<file path="src/rtl/z80_int_ctrl_if.sv">
// Z80 bus, interrupt and NMI signals shared by the CPU side and the interrupt controller.
// Names follow the board schematic; strobes and INT/NMI are active-low.
interface z80_int_ctrl_if;
  logic [7:0] A_LO;
  logic [7:0] D_IN;
  logic [7:0] D_OUT;
  logic       D_OE;
  logic       IORQ;
  logic       M1;
  logic       RD;
  logic       WR;
  logic       U_INT;
  logic       NMI_BTN;
  logic       INT;
  logic       NMI;

  modport master (
    output A_LO, D_IN, IORQ, M1, RD, WR, U_INT, NMI_BTN,
    input  D_OUT, D_OE, INT, NMI
  );

  modport slave (
    input  A_LO, D_IN, IORQ, M1, RD, WR, U_INT, NMI_BTN,
    output D_OUT, D_OE, INT, NMI
  );
endinterface

</file>
<file path="src/rtl/z80_int_ctrl.sv">
// Z80 interrupt controller: frame tick + 16550 IRQ onto INT, IM2 vectors, mask/status port, NMI.
// Optional macro NMI_DEBOUNCE_EN adds a debounced, fixed-width NMI pulse from the panel button.
module z80_int_ctrl #(
  parameter int         TICK_DIV   = 480000,
  parameter logic [7:0] INT_PORT   = 8'hE0,
  parameter logic [7:0] VEC_BASE   = 8'hF0,
  parameter int         DEB_CYCLES = 240000,
  parameter int         NMI_PULSE  = 24
) (
  input logic           CLK_24MHz,
  input logic           RST,
  z80_int_ctrl_if.slave bus
);

  localparam int CNT_W = (TICK_DIV > 2) ? $clog2(TICK_DIV) : 1;

  typedef enum logic [1:0] {IDLE = 2'd0, ACK = 2'd1, RDST = 2'd2} state_t;

  // Active-low inputs packed as {IORQ, M1, RD, WR, NMI_BTN}; idle level is all ones.
  logic [4:0] low_s1, low_s2;
  logic       u_int_s1, u_int_s;
  logic       iorq_s, m1_s, rd_s, wr_s, nmi_btn_s;

  // NOTE: flops use non-blocking assignments so every register samples pre-edge values.
  always_ff @(posedge CLK_24MHz) begin
    if (RST) begin
      low_s1   <= '1;
      low_s2   <= '1;
      u_int_s1 <= 1'b0;
      u_int_s  <= 1'b0;
    end else begin
      low_s1   <= {bus.IORQ, bus.M1, bus.RD, bus.WR, bus.NMI_BTN};
      low_s2   <= low_s1;
      u_int_s1 <= bus.U_INT;
      u_int_s  <= u_int_s1;
    end
  end

  assign {iorq_s, m1_s, rd_s, wr_s, nmi_btn_s} = low_s2;

  state_t           state_q, state_d;
  logic [7:0]       dout_q, dout_d;
  logic             oe_q, int_q;
  logic [1:0]       mask;
  logic             tmr_pend, ovr, pend_d, ovr_d;
  logic [CNT_W-1:0] cnt;
  logic             wrap, io_wr_n, io_wr_n_q, port_hit, port_wr, wr_clr;
  logic             ack_tmr, rdst_exit;
  logic [4:0]       unused_din;

  assign wrap       = (cnt == CNT_W'(TICK_DIV - 1));
  assign io_wr_n    = iorq_s | wr_s;
  assign port_hit   = (bus.A_LO == INT_PORT);
  // Falling edge of the combined write strobe: one write per bus cycle however long it lasts.
  assign port_wr    = io_wr_n_q & ~io_wr_n & m1_s & port_hit;
  assign wr_clr     = port_wr & bus.D_IN[7];
  assign unused_din = bus.D_IN[6:2];

  // NOTE: every always_comb output gets a default first, so no path can infer a latch.
  always_comb begin
    state_d   = state_q;
    dout_d    = dout_q;
    ack_tmr   = 1'b0;
    rdst_exit = 1'b0;
    unique case (state_q)
      IDLE: begin
        if (!m1_s && !iorq_s) begin
          state_d = ACK;
          if (tmr_pend && mask[0]) begin
            dout_d  = VEC_BASE;
            ack_tmr = 1'b1;
          end else if (u_int_s && mask[1]) begin
            dout_d = VEC_BASE | 8'h02;
          end else begin
            dout_d = VEC_BASE | 8'h04;
          end
        end else if (!iorq_s && !rd_s && m1_s && port_hit) begin
          state_d = RDST;
          dout_d  = {3'b000, mask, ovr, u_int_s, tmr_pend};
        end
      end
      ACK:  if (iorq_s) state_d = IDLE;
      RDST: begin
        if (iorq_s) begin
          state_d   = IDLE;
          rdst_exit = 1'b1;
        end
      end
      default: state_d = IDLE;
    endcase
  end

  // Clears apply first; a tick wrap in the same cycle then wins.
  always_comb begin
    pend_d = tmr_pend;
    ovr_d  = ovr;
    if (ack_tmr || wr_clr) pend_d = 1'b0;
    if (wr_clr || rdst_exit) ovr_d = 1'b0;
    if (wrap) begin
      if (tmr_pend && !(ack_tmr || wr_clr)) ovr_d = 1'b1;
      else                                  pend_d = 1'b1;
    end
  end

  always_ff @(posedge CLK_24MHz) begin
    if (RST) begin
      state_q   <= IDLE;
      dout_q    <= 8'h00;
      oe_q      <= 1'b0;
      int_q     <= 1'b1;
      mask      <= 2'b00;
      tmr_pend  <= 1'b0;
      ovr       <= 1'b0;
      cnt       <= '0;
      io_wr_n_q <= 1'b1;
    end else begin
      state_q   <= state_d;
      dout_q    <= dout_d;
      oe_q      <= (state_d != IDLE);
      int_q     <= ~((tmr_pend & mask[0]) | (u_int_s & mask[1]));
      tmr_pend  <= pend_d;
      ovr       <= ovr_d;
      cnt       <= wrap ? '0 : cnt + 1'b1;
      io_wr_n_q <= io_wr_n;
      if (port_wr) mask <= bus.D_IN[1:0];
    end
  end

  assign bus.D_OUT = dout_q;
  assign bus.D_OE  = oe_q;
  assign bus.INT   = int_q;

`ifdef NMI_DEBOUNCE_EN
  localparam int DEB_W = $clog2(DEB_CYCLES + 1);
  localparam int PUL_W = $clog2(NMI_PULSE + 1);

  logic             armed, run_match;
  logic [DEB_W-1:0] deb_cnt;
  logic [PUL_W-1:0] pul_cnt;

  // Armed: waiting for a stable-low press. Disarmed: waiting for a stable-high release.
  assign run_match = (nmi_btn_s != armed);

  always_ff @(posedge CLK_24MHz) begin
    if (RST) begin
      armed   <= 1'b1;
      deb_cnt <= '0;
      pul_cnt <= '0;
    end else begin
      if (pul_cnt != '0) pul_cnt <= pul_cnt - 1'b1;
      if (!run_match) begin
        deb_cnt <= '0;
      end else if (deb_cnt == DEB_W'(DEB_CYCLES - 1)) begin
        deb_cnt <= '0;
        armed   <= ~armed;
        if (armed) pul_cnt <= PUL_W'(NMI_PULSE);
      end else begin
        deb_cnt <= deb_cnt + 1'b1;
      end
    end
  end

  assign bus.NMI = (pul_cnt == '0);
`else
  logic unused_cfg;
  assign unused_cfg = ^{DEB_CYCLES, NMI_PULSE};
  assign bus.NMI    = nmi_btn_s;
`endif

endmodule
</file>
<file path="src/flat_wrapper.sv">
// flat-port wrapper written by rule: the top's interface ports become plain ports
module z80_int_ctrl_flat 
#(
  parameter int         TICK_DIV   = 480000,
  parameter logic [7:0] INT_PORT   = 8'hE0,
  parameter logic [7:0] VEC_BASE   = 8'hF0,
  parameter int         DEB_CYCLES = 240000,
  parameter int         NMI_PULSE  = 24
)
  (CLK_24MHz, RST, bus_A_LO, bus_D_IN, bus_IORQ, bus_M1, bus_RD, bus_WR, bus_U_INT, bus_NMI_BTN, bus_D_OUT, bus_D_OE, bus_INT, bus_NMI);
  z80_int_ctrl_if bus_i ();
  input logic CLK_24MHz;
  input logic RST;
  input wire logic [$bits(bus_i.A_LO)-1:0] bus_A_LO;
  input wire logic [$bits(bus_i.D_IN)-1:0] bus_D_IN;
  input wire logic [$bits(bus_i.IORQ)-1:0] bus_IORQ;
  input wire logic [$bits(bus_i.M1)-1:0] bus_M1;
  input wire logic [$bits(bus_i.RD)-1:0] bus_RD;
  input wire logic [$bits(bus_i.WR)-1:0] bus_WR;
  input wire logic [$bits(bus_i.U_INT)-1:0] bus_U_INT;
  input wire logic [$bits(bus_i.NMI_BTN)-1:0] bus_NMI_BTN;
  output wire logic [$bits(bus_i.D_OUT)-1:0] bus_D_OUT;
  output wire logic [$bits(bus_i.D_OE)-1:0] bus_D_OE;
  output wire logic [$bits(bus_i.INT)-1:0] bus_INT;
  output wire logic [$bits(bus_i.NMI)-1:0] bus_NMI;
  assign bus_i.A_LO = bus_A_LO;
  assign bus_i.D_IN = bus_D_IN;
  assign bus_i.IORQ = bus_IORQ;
  assign bus_i.M1 = bus_M1;
  assign bus_i.RD = bus_RD;
  assign bus_i.WR = bus_WR;
  assign bus_i.U_INT = bus_U_INT;
  assign bus_i.NMI_BTN = bus_NMI_BTN;
  assign bus_D_OUT = bus_i.D_OUT;
  assign bus_D_OE = bus_i.D_OE;
  assign bus_INT = bus_i.INT;
  assign bus_NMI = bus_i.NMI;
  z80_int_ctrl #(.TICK_DIV(TICK_DIV), .INT_PORT(INT_PORT), .VEC_BASE(VEC_BASE), .DEB_CYCLES(DEB_CYCLES), .NMI_PULSE(NMI_PULSE)) u_core (.CLK_24MHz(CLK_24MHz), .RST(RST), .bus(bus_i));
endmodule
</file>
<file path="config.mk">
export PLATFORM = sky130hd
export DESIGN_NAME = z80_int_ctrl_flat
export DESIGN_NICKNAME = d
export VERILOG_FILES = /design/src/rtl/z80_int_ctrl_if.sv /design/src/rtl/z80_int_ctrl.sv /design/src/flat_wrapper.sv
export SDC_FILE = /design/constraint.sdc
export NUM_CORES = 1
export LEC_CHECK = 0
export CAP_MARGIN = 20
export CORE_MARGIN = 2
export CORE_UTILIZATION = 51
export CTS_CLUSTER_SIZE = 40
export DETAILED_ROUTE_END_ITERATION = 10
export PLACE_DENSITY = 0.84
export SETUP_SLACK_MARGIN = 0.15
export SLEW_MARGIN = 20
export SYNTH_ARGS = -nofsm -noshare
export SYNTH_HDL_FRONTEND = slang
export SYNTH_SLANG_ARGS = --single-unit
</file>
<file path="constraint.sdc">
create_clock -name CLK_24MHz -period 2.42 [get_ports CLK_24MHz]
set_clock_uncertainty 0.05 [all_clocks]
set_input_delay 0.242 -clock CLK_24MHz [delete_from_list [all_inputs] [get_ports CLK_24MHz]]
set_output_delay 0.242 -clock CLK_24MHz [all_outputs]
set_load 0.02 [all_outputs]
</file>
Yosys cells after proc, flatten, opt, wreduce, memory -nomap -nowiden
Cells that the tools add are included.
Word-level totals
  register bits after elaboration: 48
  output and inout port bits: 11
  logic and storage cells: 66
  input bits: 24
Cells by class
  bitwise logic cells: 10
  add/sub/neg operators: 1
  reductions and logical operators: 19
  multiplexer cells: 19
  equality and inequality tests: 4
Operators by type and width (count)
  $mux W8: 3
  $add A19 B1 Y19 const B: 1
  $eq A19 B19 Y1 const B: 1
  $mux W1: 11
  $eq A8 B8 Y1 const B: 1
  $logic_and A1 B1 Y1: 7
  $and A1 B1 Y1: 6
  $mux W2: 3
  $logic_not A1 Y1: 4
  $pmux W2 S2: 1
  $reduce_bool A2 Y1: 2
  $reduce_or A2 Y1: 2
  $mux W3: 1
  $eq A2 B1 Y1 const B: 1
  $eq A2 B2 Y1 const B: 1
  $logic_not A2 Y1: 1
  $logic_or A1 B1 Y1: 2
  $not A1 Y1: 2
  $or A1 B1 Y1: 2
  $reduce_and A2 Y1: 1

Longest topological paths before layout
Gate-level depths: netlist of the first run.
  depth after elaboration: 11
  depth in mapped cells: 7
  depth with buffers taken out: 6

Least setup slack after synthesis of the first run
No wires, ideal clock.
  path type: register -> register
  start: register u_core.cnt[11]
  end: register u_core.cnt[10]
  library setup time: 0.115 ns
  cell stages (with the launch flop): 7
  clock period less this slack: 1.838 ns
  arrival: 1.673 ns
  slack: 0.582 ns
  cells stage by stage: dfxtp_1 -> or4b_1 -> nor4_2 -> a21o_1 -> buf_6 -> buf_12 -> nor2_1
Between the ends
  longest elaborated chain between the ends: 2
RTL lines
  from (decl): RTL line z80_int_ctrl.sv:46  | logic [CNT_W-1:0] cnt;
  from (signal assigned): RTL line z80_int_ctrl.sv:123  | cnt <= wrap ? '0 : cnt + 1'b1;
  $eq A19 B19 Y1: RTL line z80_int_ctrl.sv:51  | assign wrap = (cnt == CNT_W'(TICK_DIV - 1));
  $reduce_or A2 Y1 (no source line)
No other way between the ends.
A chain may end at the register's enable or synchronous reset.

Worst setup path in the final report of the first run
  start: register u_core.cnt[11]
  end: register u_core.cnt[7]
Same word-level chain as after synthesis.

==> results of run 1 <==
[cell families after synthesis]
group,share of synthesized area
flops,0.479
xor+xnor,0.0683
fa+ha+maj,0.0260
simple gates,0.264
compound gates,0.0800
buf+inv,0.0566
mux,0.0267
[final cells by class]
| cell class | count | area, sq um | share of cell area |
|---|---|---|---|
| clock buffer | 5 | 68.8 | 0.0298 |
| clock inverter | 3 | 22.5 | 0.00977 |
| inverter | 9 | 33.8 | 0.0147 |
| multi-input combinational | 139 | 895 | 0.388 |
| sequential | 46 | 921 | 0.399 |
| tap | 48 | 60.1 | 0.0260 |
| timing repair buffer | 31 | 305 | 0.132 |
[final timing paths]
| kind | startpoint | end | slack, ns | cells past startpoint |
|---|---|---|---|---|
| worst max-delay path | u_core.cnt[11] | u_core.cnt[7] | 0.44 | 5 |
| worst min-delay path | u_core.low_s1[3] | u_core.low_s2[3] | 0.36 | 1 |
| worst max register to register | u_core.cnt[11] | u_core.cnt[7] | 0.44 | 5 |
| worst min register to register | u_core.low_s1[3] | u_core.low_s2[3] | 0.36 | 1 |
[placed cells by master (no fill, tap or decap), types with 3 or more instances in the layout]
cell                              synthesis  final
sky130_fd_sc_hd__a21oi_1                  5      5
sky130_fd_sc_hd__clkbuf_8                 1      5
sky130_fd_sc_hd__clkdlybuf4s50_1          0     29
sky130_fd_sc_hd__dfxtp_1                 46     46
sky130_fd_sc_hd__ha_1                     4      4
sky130_fd_sc_hd__inv_1                    9      9
sky130_fd_sc_hd__mux2i_1                  4      4
sky130_fd_sc_hd__nand2_1                  7      7
sky130_fd_sc_hd__nand3_1                  5      5
sky130_fd_sc_hd__nand4_1                 12     12
sky130_fd_sc_hd__nor2_1                  29     29
sky130_fd_sc_hd__nor3_1                   5      5
sky130_fd_sc_hd__nor3b_1                  3      3
sky130_fd_sc_hd__nor4_1                   5      5
sky130_fd_sc_hd__o21ai_0                  3      3
sky130_fd_sc_hd__or2_2                   12     12
sky130_fd_sc_hd__xnor2_1                 12     12
sky130_fd_sc_hd__xor2_1                   3      3
[per-layer routing]
metal | vias up | wire (um)
met5 | - | 0
met4 | 0 | 51
met3 | 6 | 208
met2 | 41 | 1510
met1 | 676 | 1520
li1 | 759 | -
[cell usage after synthesis (all sizes together), types with 2 or more instances]
| master | instances | area share |
|---|---|---|
| nor2b | 2 | 0.0065 |
| and4b | 2 | 0.010 |
| nand2b | 2 | 0.0065 |
| clkbuf | 5 | 0.015 |
| nor3b | 3 | 0.012 |
| nor3 | 5 | 0.013 |
| a21oi | 5 | 0.013 |
| dfxtp | 46 | 0.48 |
| o21ai | 3 | 0.0078 |
| nor2 | 29 | 0.057 |
| ha | 4 | 0.026 |
| inv | 9 | 0.018 |
| nand4 | 12 | 0.039 |
| a211oi | 2 | 0.0078 |
| buf | 4 | 0.024 |
| mux2i | 4 | 0.021 |
| nor4 | 6 | 0.023 |
| a22oi | 2 | 0.0078 |
| nand2 | 7 | 0.014 |
| a21boi | 2 | 0.0078 |
| or3 | 2 | 0.0065 |
| nand3 | 5 | 0.013 |
| or2 | 12 | 0.039 |
| xnor2 | 12 | 0.055 |
| xor2 | 3 | 0.014 |
[registers in the layout (all words and copies together), names as in the netlist]
signal,count
u_core.cnt,19
u_core.bus.D_OUT,6
u_core.low_s1,5
u_core.low_s2,5
u_core.mask,2
u_core.state_q,2
u_core.bus.D_OE,1
u_core.bus.INT,1
u_core.io_wr_n_q,1
u_core.ovr,1
u_core.tmr_pend,1
u_core.u_int_s,1
u_core.u_int_s1,1
[worst reg2reg max path, delay by kind of cell (launching register included)]
family	cells	cell delay (ns)
and+or+nand+nor	3	1.05
DFF	1	0.38
buffers and inverters	1	0.21
AOI/OAI and AO/OA	1	0.18
[power by group through the flow]
stage	sequential [uW]	clock (uW)	combinational, uW
after floorplan	796	0	40.7
after global placement	799	0	69.7
after detailed placement	799	0	71.2
after CTS	781	489	71.3
after global routing	784	526	78.8
final	781	480	70.4
[per-stage QoR]
stage | util | instances | area [sq um]
CTS | 0.635 | 281 | 2310
detailed placement | 0.610 | 273 | 2210
global route | 0.635 | 281 | 2310
floorplan | - | 203 | 1920
finish | 0.635 | 281 | 2310
global placement | 0.610 | 273 | 2210
==> impl_metrics.toml, run 1 <==
[pwr]
switching_share = 0.231
pwr-share-seq = 0.587
pwr-share-clk = 0.361
cellPowerDensity_nw_per_um2 = 578
leakagePower_uw = 0.000830
irDropWorstVdd_mv = 0.538
finalPower_uw = 1330
net-switching-power_uw = 308
cellInternalPower_uw = 1020
combPwrFrac = 0.053

[global_route]
first_global_vias = 1355
groute.layer.met2.usage = 0.284
met3_usage = 0.0616
top_usage_layer = "met2"
track_usage = 0.176
grt_remaining_overflow = 0
number_of_antenna_violations_at_the_first_check_in_global_routing = 0
grt_max_degree = 28
met1_usage = 0.217
grt_first_pass_wirelength_mm = 5.79

[critical_path]
worst-path-buf-inv = 1
cp_slowest_stage_delay_ns = 0.55
cp-start-kind = "flop"
critPathTopFamily = "simple AND/OR/NAND/NOR gates"
worstPathCellList = "or4b_1 -> nor4_2 -> a21o_1 -> buf_4 -> nor2_1"
worst-setup-path-type = "flop to flop"
timing.critical_path.arrival_ns = 2.12
critical_path_peak_fanout = 18
worst_setup_path_end_kind = "flop"
timing.critical_path.slowest_stage_cell = "sky130_fd_sc_hd__or4b_1"
crit_required_ns = 2.56

[floorplan]
floorplan.initialDensity = 0.530
fp-row-count = 22
die_width_um = 65.4
design.die.area_sq_um = 4280
core_area_sq_um = 3630
boundary_pin_count = 35
die-height_um = 65.4

[job]
max_cap_viol_count = 0

[placed_design]
dp_hpwl_mm = 2.36
place_worst_setup_slack_ns = 0.368
last_weighted_congestion_value_of_the_routability_driven_placer = 0.795
place.port_buffers = 29

[clock_tree]
clkLatencyLatePin_ns = 0.31
cts_resized = 0
post_cts_hold_buffer_count = 0
cts_buffers = 5
cts_tree = "yes"
cts_root_buf = "sky130_fd_sc_hd__clkbuf_8"
worst_setup_hold_path_clk_slew_ns = 0.09
postCtsSetupBuffers = 0
cts.htree.levels = 2
cts-root-to-sink-buffers = 2
cts_num_sinks = 46

[yosys]
post_synthesis_sequential_area_ratio = 0.479
synth_register_bits = 46
synth_area_sq_um = 1920
synth.lib_cells_used.distinct = 44
synth_top_flop_cell = "sky130_fd_sc_hd__dfxtp_1"
synth_enable_flop_cells = 0
syn_area_per_cell_sq_um = 9.48
synth.yosys.warnings = 0
syn_inst = 203
async_reset_ff_frac = 0
syn_nets = 231

[sta]
finalWorstSetupSlack_ns = 0.443
fin_worst_hold_slack_ns = 0.365
final-setup-viol-count = 0
fin_crit_sh = 0.817
tns_ns = 0
tightest_slew_ns = 0.587
slew_limit_fails = 0
final_hold_viol_count = 0
max-slew-margin-rel = 0.603
max_freq_ghz = 0.506
rsz_0062_raised_after_global_routing = "no"
final_period_minus_worst_setup_slack_ns = 1.98

[drt]
via_count = 1482
detailedRoute.firstIterationViolations = 91
final_antenna_net_count = 0
wl_mm = 3.28
routed_via_density = 5.27
drt_pre_antenna_iters = 4
route.detailed.drc = 0
avgRoutedWirePerCell_um = 11.7

[finish]
drive_gt1_frac = 0.107
finish.net_count = 260
antenna-diode-count = 0
final.fill_count = 311
flow.area_growth_from_synthesis_pct = 19.8

[outcome]
outcome = "finished clean"

[min_path]
holdCritPathClass = "flop to flop"
Note: power is estimated with default switching activity, not from simulation.
==> inputs of run 2 (changes only) <==
--- a/config.mk
+++ b/config.mk
@@ -7,10 +7,10 @@
 export LEC_CHECK = 0
 export CAP_MARGIN = 20
 export CORE_MARGIN = 2
-export CORE_UTILIZATION = 51
+export CORE_UTILIZATION = 46
 export CTS_CLUSTER_SIZE = 40
 export DETAILED_ROUTE_END_ITERATION = 10
-export PLACE_DENSITY = 0.84
+export PLACE_DENSITY = 0.8
 export SETUP_SLACK_MARGIN = 0.15
 export SLEW_MARGIN = 20
 export SYNTH_ARGS = -nofsm -noshare
==> constraint.sdc (replaced) <==
create_clock -name CLK_24MHz -period 1.72 [get_ports CLK_24MHz]
set_clock_uncertainty 0.05 [all_clocks]
set_input_delay 0.172 -clock CLK_24MHz [delete_from_list [all_inputs] [get_ports CLK_24MHz]]
set_output_delay 0.172 -clock CLK_24MHz [all_outputs]
set_load 0.02 [all_outputs]
==> run 2 against run 1 <==
- final area up 14%
- core utilization up 2.0 points
- critical path depth unchanged
- largest cell class is now multi-input gates
- global-route usage down 0.11 points
- die area up 10%
- sequential share of layout area down 4.4 points
- via count up 7.4%
==> impl_metrics.toml, run 2 (synthesis gave the netlist of run 1 again) <==
[critical_path]
crit_start = "u_core.cnt[10]"
worst_setup_path_end_kind = "flop"
worstRegToRegCells = 5
worst-setup-path-type = "flop to flop"
cp_slowest_stage_delay_ns = 0.54
worstPathCellList = "or4b_4 -> nor4_4 -> a21o_1 -> buf_12 -> nor2_1"
source_of_the_worst_register_to_register_timing_path = "u_core.cnt[10]"
crit_path_end = "u_core.cnt[16]"
timing.critical_path.arrival_ns = 1.83
r2r_setup_slack_ns = 0.04
timing.critical_path.slowest_stage_cell = "sky130_fd_sc_hd__or4b_4"
crit_required_ns = 1.87
rr_endpoint = "u_core.cnt[16]"
cp-start-kind = "flop"
critical_path_cell_count = 5
worst-path-buf-inv = 1
critical_path_peak_fanout = 18
critPathTopFamily = "simple AND/OR/NAND/NOR gates"

[finish]
flow.area_growth_from_synthesis_pct = 36.2
commonest_cells_after_routing_fill_and_taps_aside = "40 x sky130_fd_sc_hd__dfxtp_1, 29 x sky130_fd_sc_hd__nor2_1, 26 x sky130_fd_sc_hd__clkdlybuf4s50_1, 23 x sky130_fd_sc_hd__buf_4"
multi_input_comb_area_sq_um = 997
drive_gt1_frac = 0.258
layout.cells.most_common = "sky130_fd_sc_hd__dfxtp_1"
finish.net_count = 283
finish.instance_area_sq_um = 2620
largest_register_ffs = 19
final_core_occ = 0.655
final.fill_count = 320
final_cell_count_no_fill = 306
max_flop_register = "u_core.cnt"
regArea_sq_um = 931
antenna-diode-count = 0

[clock_tree]
post_cts_hold_buffer_count = 0
cts-root-to-sink-buffers = 2
cts_root_buf = "sky130_fd_sc_hd__clkbuf_8"
cts.htree.levels = 2
cts_buffers = 5
clkLatencyLatePin_ns = 0.30
cts_num_sinks = 46
worst_setup_hold_path_clk_slew_ns = 0.09
cts_tree = "yes"

[sta]
slew_limit_fails = 0
final-setup-viol-count = 0
fin_crit_sh = 0.975
max_freq_ghz = 0.596
tightest_slew_ns = 0.330
tns_ns = 0
final_hold_viol_count = 0
max-slew-margin-rel = 0.778
rsz_0062_raised_after_global_routing = "yes"
final_period_minus_worst_setup_slack_ns = 1.68

[global_route]
number_of_antenna_violations_at_the_first_check_in_global_routing = 0
track_usage = 0.175
first_global_vias = 1426
grt_first_pass_wirelength_mm = 6.06
grt_max_degree = 22
grt_remaining_overflow = 0

[drt]
drt_pre_antenna_iters = 4
via_count = 1591
wl_mm = 3.84
routed_via_density = 5.20
final_antenna_net_count = 0
route.detailed.drc = 0
avgRoutedWirePerCell_um = 12.5
detailedRoute.firstIterationViolations = 45

[placed_design]
dp_cells = 295
dp_hpwl_mm = 2.64
place.port_buffers = 29
last_weighted_congestion_value_of_the_routability_driven_placer = 0.832
detailed_place.area_sq_um = 2420

[min_path]
holdCritPathClass = "primary input to flop"

[pwr]
irDropWorstVdd_mv = 0.564
combPwrFrac = 0.063
leakagePower_uw = 0.00103
cellPowerDensity_nw_per_um2 = 719
switching_share = 0.231
pwr-share-seq = 0.582
pwr-share-clk = 0.355
cellInternalPower_uw = 1450
net-switching-power_uw = 434

[floorplan]
design.die.area_sq_um = 4720
die-height_um = 68.7
core_area_sq_um = 4000
fp-row-count = 23
die_width_um = 68.7
floorplan.initialDensity = 0.481
boundary_pin_count = 35

[job]
max_cap_viol_count = 0

[outcome]
outcome = "finished clean"
==> run 2: changes by cell type in the layout (fill, tap and decap cells not counted), moves of 3 or more <==
cell                              delta
sky130_fd_sc_hd__buf_4              +21
sky130_fd_sc_hd__clkdlybuf4s50_1     -3
sky130_fd_sc_hd__dfxtp_1             -6
sky130_fd_sc_hd__dfxtp_2             +5
sky130_fd_sc_hd__dlymetal6s2s_1      +3
==> run 2: layout make-up <==
type | count | area share
multi-input combinational | 139 | 0.381
sequential | 46 | 0.355
timing repair buffer | 54 | 0.191
clock buffer | 5 | 0.0263
tap | 50 | 0.0239
inverter | 9 | 0.0129
clock inverter | 3 | 0.00955
==> run 2: how the worst min path moves through the flow <==
| stage | startpoint | end | slack (ns) | cells after the start |
|---|---|---|---|---|
| 3_5_place_dp | u_core.low_s1[3] | u_core.low_s2[3] | 0.34 | 1 |
| 2_1_floorplan | bus_NMI_BTN | u_core.low_s1[0] | 0.23 | 1 |
| 3_3_place_gp | u_core.low_s1[3] | u_core.low_s2[3] | 0.34 | 1 |
| 4_1_cts | bus_U_INT | u_core.u_int_s1 | 0.36 | 2 |
| 5_1_grt | bus_NMI_BTN | u_core.low_s1[0] | 0.37 | 2 |
| 6_report | bus_U_INT | u_core.u_int_s1 | 0.36 | 2 |
==> run 2: per-stage QoR <==
stage	total power [uW]	setup slack, ns	hold WS (ns)
after CTS	1910	0.0415	0.361
after global placement	1230	-0.0571	0.342
after floorplan	1180	0.00834	0.226
final	1880	0.0428	0.363
after detailed placement	1240	-0.0392	0.344
after global routing	1970	-0.0570	0.373
==> run 2: metal layers <==
| metal | share of wire | vias to the layer above | global-route usage |
|---|---|---|---|
| met3 | 0.053 | 8 | 0.0487 |
| li1 | - | 808 | - |
| met1 | 0.45 | 738 | 0.226 |
| met2 | 0.48 | 37 | 0.272 |
| met5 | 0 | - | 0 |
| met4 | 0.016 | 0 | 0.0750 |
==> run 2: power groups by stage <==
stage | logic, uW | clock network (uW) | registers (uW)
6_report | 118 | 669 | 1100
2_1_floorplan | 57.9 | 0 | 1120
3_5_place_dp | 115 | 0 | 1120
5_1_grt | 130 | 736 | 1100
3_3_place_gp | 113 | 0 | 1120
4_1_cts | 116 | 694 | 1100
==> run 2: worst reg2reg max path, cell delays in order, from the launching register on <==
cell                      delay (ns)
sky130_fd_sc_hd__dfxtp_2        0.33
sky130_fd_sc_hd__or4b_4         0.54
sky130_fd_sc_hd__nor4_4         0.25
sky130_fd_sc_hd__a21o_1         0.19
sky130_fd_sc_hd__buf_12         0.15
sky130_fd_sc_hd__nor2_1         0.06
==> run 2: repair_timing <==
item                                    in CTS  in global routing
gates resized for setup                     10                 11
pin swaps                                    3                  4
endpoints found under the setup margin      25                 31
setup buffers                                2                  1
